--- config.mk ---
export PLATFORM = sky130hd
export DESIGN_NAME = encode_8b10b_nlane_flat
export DESIGN_NICKNAME = d
export VERILOG_FILES = /design/src/rtl/encode_8b10b_nlane_if.sv /design/src/rtl/encode_8b10b_nlane.sv /design/src/flat_wrapper.sv
export SDC_FILE = /design/constraint.sdc
export NUM_CORES = 1
export LEC_CHECK = 0
export BUFFER_PORTS_ARGS = -buffer_cell sky130_fd_sc_hd__buf_2
export CAP_MARGIN = 20
export CORE_ASPECT_RATIO = 1.2
export CORE_MARGIN = 5
export CORE_UTILIZATION = 31
export DETAILED_ROUTE_END_ITERATION = 7
export GPL_ROUTABILITY_DRIVEN = 0
export PLACE_DENSITY = 0.53
export SLEW_MARGIN = 10
export SYNTH_ARGS = -nofsm -noshare
export SYNTH_HDL_FRONTEND = slang
export SYNTH_SLANG_ARGS = --single-unit
--- constraint.sdc ---
create_clock -name clk -period 6.4 [get_ports clk]
set_input_delay 0.32 -clock clk [delete_from_list [all_inputs] [get_ports clk]]
set_output_delay 0.32 -clock clk [all_outputs]
set_load 0.1 [all_outputs]
--- src/rtl/encode_8b10b_nlane_if.sv ---
// Word-level bus between the framer side and the multi-lane 8b/10b encoder.
// The master drives the byte word and RD preload; the slave returns the encoded symbols.
interface encode_8b10b_nlane_if #(
  parameter int NLANE = 2
);
  logic                  valid_in;
  logic [8*NLANE-1:0]    data_in;
  logic [NLANE-1:0]      k_en;
  logic                  rd_load;
  logic                  rd_load_val;
  logic [10*NLANE-1:0]   data_out;
  logic                  valid;
  logic [NLANE-1:0]      k_err;
  logic                  rd;

  modport master (
    output valid_in, data_in, k_en, rd_load, rd_load_val,
    input  data_out, valid, k_err, rd
  );

  modport slave (
    input  valid_in, data_in, k_en, rd_load, rd_load_val,
    output data_out, valid, k_err, rd
  );
endinterface

--- src/rtl/encode_8b10b_nlane.sv ---
// Multi-lane 8b/10b encoder: NLANE bytes per clock, running disparity chained lane 0 -> NLANE-1
// and carried to the next word, with RD preload and per-lane illegal-K flagging.
module encode_8b10b_nlane #(
  parameter int NLANE   = 2,
  parameter bit RD_INIT = 1'b0
) (
  input logic                clk,
  input logic                rst,
  encode_8b10b_nlane_if.slave bus
);

  logic [10*NLANE-1:0] data_q;
  logic [10*NLANE-1:0] code_next;
  logic [NLANE-1:0]    kerr_q;
  logic [NLANE-1:0]    kerr_next;
  logic                valid_q;
  logic                rd_q;
  logic                rd_end;
  logic                rd_run;
  logic [11:0]         sym;

  // Returns {k_err, ending RD, abcdei, fghj}. Tables hold the RD- form; the RD+ form is the
  // complement for unbalanced codes plus the balanced-but-paired D.7 (6b) and D.x.3 (4b).
  function automatic logic [11:0] encode_symbol(input logic [7:0] b, input logic k,
                                                input logic rd_in);
    logic [4:0] x;
    logic [2:0] y;
    logic       legal;
    logic       k28;
    logic       alt;
    logic       flip6;
    logic       flip4;
    logic       rd_mid;
    logic       rd_out;
    logic [5:0] six;
    logic [3:0] four;
    x     = b[4:0];
    y     = b[7:5];
    legal = (x == 5'd28) ||
            ((y == 3'd7) && (x == 5'd23 || x == 5'd27 || x == 5'd29 || x == 5'd30));
    k28   = k && legal && (x == 5'd28);
    six   = '0;
    case (x)
      5'd0:  six = 6'b100111;
      5'd1:  six = 6'b011101;
      5'd2:  six = 6'b101101;
      5'd3:  six = 6'b110001;
      5'd4:  six = 6'b110101;
      5'd5:  six = 6'b101001;
      5'd6:  six = 6'b011001;
      5'd7:  six = 6'b111000;
      5'd8:  six = 6'b111001;
      5'd9:  six = 6'b100101;
      5'd10: six = 6'b010101;
      5'd11: six = 6'b110100;
      5'd12: six = 6'b001101;
      5'd13: six = 6'b101100;
      5'd14: six = 6'b011100;
      5'd15: six = 6'b010111;
      5'd16: six = 6'b011011;
      5'd17: six = 6'b100011;
      5'd18: six = 6'b010011;
      5'd19: six = 6'b110010;
      5'd20: six = 6'b001011;
      5'd21: six = 6'b101010;
      5'd22: six = 6'b011010;
      5'd23: six = 6'b111010;
      5'd24: six = 6'b110011;
      5'd25: six = 6'b100110;
      5'd26: six = 6'b010110;
      5'd27: six = 6'b110110;
      5'd28: six = 6'b001110;
      5'd29: six = 6'b101110;
      5'd30: six = 6'b011110;
      5'd31: six = 6'b101011;
      default: six = 6'b000000;
    endcase
    if (k28) six = 6'b001111;
    flip6  = ($countones(six) != 3) || (x == 5'd7);
    rd_mid = ($countones(six) == 3) ? rd_in : ~rd_in;
    if (rd_in && flip6) six = ~six;

    // A7 avoids a run of five equal bits across the 6b/4b boundary; Kx.7 always uses it.
    alt = (y == 3'd7) &&
          ((k && legal && !k28) ||
           (!rd_mid && (x == 5'd17 || x == 5'd18 || x == 5'd20)) ||
           (rd_mid && (x == 5'd11 || x == 5'd13 || x == 5'd14)));
    four  = '0;
    flip4 = 1'b1;
    if (k28) begin
      case (y)
        3'd0: four = 4'b1011;
        3'd1: four = 4'b0110;
        3'd2: four = 4'b1010;
        3'd3: four = 4'b1100;
        3'd4: four = 4'b1101;
        3'd5: four = 4'b0101;
        3'd6: four = 4'b1001;
        3'd7: four = 4'b0111;
        default: four = 4'b0000;
      endcase
    end else if (alt) begin
      four = 4'b0111;
    end else begin
      case (y)
        3'd0: four = 4'b1011;
        3'd1: four = 4'b1001;
        3'd2: four = 4'b0101;
        3'd3: four = 4'b1100;
        3'd4: four = 4'b1101;
        3'd5: four = 4'b1010;
        3'd6: four = 4'b0110;
        3'd7: four = 4'b1110;
        default: four = 4'b0000;
      endcase
      flip4 = ($countones(four) != 2) || (y == 3'd3);
    end
    if (rd_mid && flip4) four = ~four;
    rd_out = ($countones(four) == 2) ? rd_mid : ~rd_mid;
    return {k && !legal, rd_out, six, four};
  endfunction

  always_comb begin
    code_next = '0;
    kerr_next = '0;
    sym       = '0;
    rd_run    = bus.rd_load ? bus.rd_load_val : rd_q;
    for (int n = 0; n < NLANE; n++) begin
      sym                   = encode_symbol(bus.data_in[8*n +: 8], bus.k_en[n], rd_run);
      code_next[10*n +: 10] = sym[9:0];
      kerr_next[n]          = sym[11];
      rd_run                = sym[10];
    end
    rd_end = rd_run;
  end

  always_ff @(posedge clk or posedge rst) begin
    if (rst) begin
      data_q  <= '0;
      kerr_q  <= '0;
      valid_q <= 1'b0;
      rd_q    <= RD_INIT;
    end else begin
      valid_q <= bus.valid_in;
      if (bus.valid_in) begin
        data_q <= code_next;
        kerr_q <= kerr_next;
        rd_q   <= rd_end;
      end else if (bus.rd_load) begin
        rd_q <= bus.rd_load_val;
      end
    end
  end

  assign bus.data_out = data_q;
  assign bus.k_err    = kerr_q;
  assign bus.valid    = valid_q;
  assign bus.rd       = rd_q;

endmodule

--- src/flat_wrapper.sv ---
// flat-port wrapper written by rule: the top's interface ports become plain ports
module encode_8b10b_nlane_flat 
#(
  parameter int NLANE   = 2,
  parameter bit RD_INIT = 1'b0
)
  (clk, rst, bus_valid_in, bus_data_in, bus_k_en, bus_rd_load, bus_rd_load_val, bus_data_out, bus_valid, bus_k_err, bus_rd);
  encode_8b10b_nlane_if #(.NLANE(NLANE)) bus_i ();
  input logic clk;
  input logic rst;
  input wire logic [$bits(bus_i.valid_in)-1:0] bus_valid_in;
  input wire logic [$bits(bus_i.data_in)-1:0] bus_data_in;
  input wire logic [$bits(bus_i.k_en)-1:0] bus_k_en;
  input wire logic [$bits(bus_i.rd_load)-1:0] bus_rd_load;
  input wire logic [$bits(bus_i.rd_load_val)-1:0] bus_rd_load_val;
  output wire logic [$bits(bus_i.data_out)-1:0] bus_data_out;
  output wire logic [$bits(bus_i.valid)-1:0] bus_valid;
  output wire logic [$bits(bus_i.k_err)-1:0] bus_k_err;
  output wire logic [$bits(bus_i.rd)-1:0] bus_rd;
  assign bus_i.valid_in = bus_valid_in;
  assign bus_i.data_in = bus_data_in;
  assign bus_i.k_en = bus_k_en;
  assign bus_i.rd_load = bus_rd_load;
  assign bus_i.rd_load_val = bus_rd_load_val;
  assign bus_data_out = bus_i.data_out;
  assign bus_valid = bus_i.valid;
  assign bus_k_err = bus_i.k_err;
  assign bus_rd = bus_i.rd;
  encode_8b10b_nlane #(.NLANE(NLANE), .RD_INIT(RD_INIT)) u_core (.clk(clk), .rst(rst), .bus(bus_i));
endmodule
==> impl_results.md <==
- Largest cells by area after synthesis: dfrtp_1, ha_1, mux2_2, xnor2_1, fa_1
- Initial drt markers: 56
- DRC: 0
- CTS hold repair buffers: 0
- P&R area growth vs syn: 37.3%
- Worst EP required: 6.52 ns
- Root Driver: clkbuf_16
- Vias: 2,692
- Final wirelength: roughly 7500 um
- Clk slew on worst S/H paths: ~0.06 ns
- Nets: 481
- Synth cell count leaders: ha_1, nand2_1, nor2_1
- Die area: 11,600 um^2
- Crit-path max cell delay: 0.48 ns
- Num CTS Buffers: 3
- CP endpoint kind: flip-flop
- Crit-path max FO: 4
- Failing checks: negative setup slack
- Kind of critical path: in -> reg
- Synthesized Nets: 395
- Routed Antenna Nets: 0
- Clock Sinks: 24
- Finished Core Util: 0.431
- Core area: 9470 um^2
- Count leader, synth: ha_1
- Std cell rows: 39
- GRT Resource Usage Total: 0.127
- First-pass GRT wire length: 12,300 um
- GR Overflow Total: 0
- Die Y: 117 um
- Port Buffers: 46
- Slew Limit Fails: 0
- Fraction of final layout cells sized beyond drive strength 1: 0.402
- H-tree levels: 1
- Critical Path Start Type: primary input
- CTS max path bufs: 2
- Top-area cell type share of the netlist area: 0.202
- Post-route setup slack: -0.444 ns
- Worst path slowest cell: fa_1
- Post-synth top area cell: dfrtp_1
- Asr flop ratio synth: 1.00
- Clock tree from TritonCTS: built
- Arrival time at the worst endpoint: 6.97 ns
- Gate Count Post-Synth: 330
- Skew final: 0.00212 ns
- Die extent in x: ~99 um
- Slew margin rel.: 0.592
- FMAX: approximately 150 MHz
- RSZ-0062 raised after global routing: true
- Status: complete, but fails checks
- Dominant synthesized flop cell: dfrtp_1
- Mapped Area: 2970 um^2
- Initial Util: 0.314
- Ys Warns: 0
- Yosys reg bits: 24
- Min Tclk post-route: 6.84 ns
- Yosys cell types: 65
- Seq/Total Area, Yosys: 0.202
- Io pins: 47
- EDFF count, synth: 0
- DRT Pass-1 Iters: 6
- Worst Tran Pin Value: 0.611 ns
- Initial antenna violation count: 0
- N_diodes: 0
- Vias in the first global route: 2,610
- Kind of cell adding the most delay to the critical path: adder cells
- Via density: approximately 5.0
- Largest net degree at the start of global routing: 31
- Maxcap violations: 0
- DPL Wire Length: between 5000 and 6000 um
- Clock latency on the worst-skew pair: 0.26 ns
- Setup-failing EPs final: 1
- Final Cycle Share: 1.07
- Min-Delay Path Class: in -> async
- Routed len/inst: 14.0 um
- Syn avg cell area: around 9 um^2
- Final hold vios: 0
- CP Buf/Inv Count: 5
cells in the final DEF (no fill, tap or decap), types with 3 or more instances in the layout:
cell | netlist | final
xnor2_2 | 0 | 5
ha_2 | 0 | 5
clkbuf_16 | 0 | 3
o211ai_1 | 5 | 5
nand2_1 | 27 | 26
dfrtp_1 | 24 | 24
ha_1 | 34 | 23
nand4_1 | 4 | 4
nor3_1 | 5 | 4
buf_2 | 8 | 44
a21oi_2 | 1 | 3
inv_1 | 20 | 17
o21ai_0 | 15 | 14
ha_4 | 0 | 6
xnor2_1 | 20 | 15
a21oi_1 | 23 | 21
nor2_1 | 27 | 24
fa_1 | 8 | 7
xor2_1 | 8 | 7
buf_4 | 0 | 47
nand2b_1 | 5 | 5
mux2_2 | 16 | 16
buf_12 | 0 | 3
mux2i_1 | 7 | 6
nand3_1 | 4 | 4
a21o_1 | 3 | 3
registers in the layout, indices dropped and copies added, names as in the netlist:
| register | cells |
|---|---|
| u_core.bus.rd | 1 |
| u_core.bus.data_out | 20 |
| u_core.bus.k_err | 2 |
| u_core.bus.valid | 1 |
cell type report:
cell class / instances / area [um^2]
timing repair buffer: 97 / 683
fill: 936 / 5390
tap: 123 / 154
inverter: 21 / 86.3
clock buffer: 4 / 88.8
multi-input combinational: 269 / 2470
sequential: 24 / 601
final timing paths:
check	from	end	slack, ns	depth (start not counted)
hold / removal	rst	u_core.bus.data_out[13]	0.06	2
setup reg to reg	u_core.bus.rd	u_core.bus.rd	1.08	22
hold reg to reg	u_core.bus.data_out[12]	u_core.bus.data_out[12]	0.50	1
max in group asynchronous	rst	u_core.bus.data_out[19]	5.91	3
setup / recovery	bus_data_in[1]	u_core.bus.rd	-0.44	32
min in group clk	bus_valid_in	u_core.bus.valid	0.50	1
through the flow:
stage / setup TNS, ns / setup WS, ns / instance area [um^2] / instances / hold WS [ns]
after floorplan: -0.314 / -0.314 / 3110 / 330 / 0.335
after global placement: -0.549 / -0.549 / 3740 / 525 / 0.490
after detailed placement: -0.707 / -0.707 / 3740 / 525 / 0.491
after CTS: -0.417 / -0.417 / 3840 / 529 / 0.322
after global routing: -0.711 / -0.711 / 4080 / 538 / 0.109
final: -0.444 / -0.444 / 4080 / 538 / 0.0580
routing by layer:
metal / part of all wire / wire length, um / GRT usage / vias to the layer above
met5: 0 / 0 / 0 / -
met4: 0.016 / 124 / 0.0392 / 0
met3: 0.028 / 209 / 0.0101 / 10
met2: 0.50 / 3790 / 0.226 / 45
met1: 0.45 / 3420 / 0.164 / 1280
li1: - / - / - / 1357
logic make-up after synthesis:
group                      count (synthesis)  synth area share
xor gates and xnor gates                  30             0.101
adders and majority gates                 42             0.197
AOI/OAI and AO/OA                         84             0.205
DFF                                       24             0.202
buffers and inverters                     37            0.0501
muxes                                     26             0.102
and+or+nand+nor                           87             0.142
repair_timing:
action / CTS / global route
endpoints found under the setup margin: 1 / 1
buffers inserted: 0 / 8
pin swaps: 4 / 26
gates resized for setup: 2 / 24
Power is not shown: default switching activity piles up to over one toggle a cycle in this logic, so the estimate is an artifact.
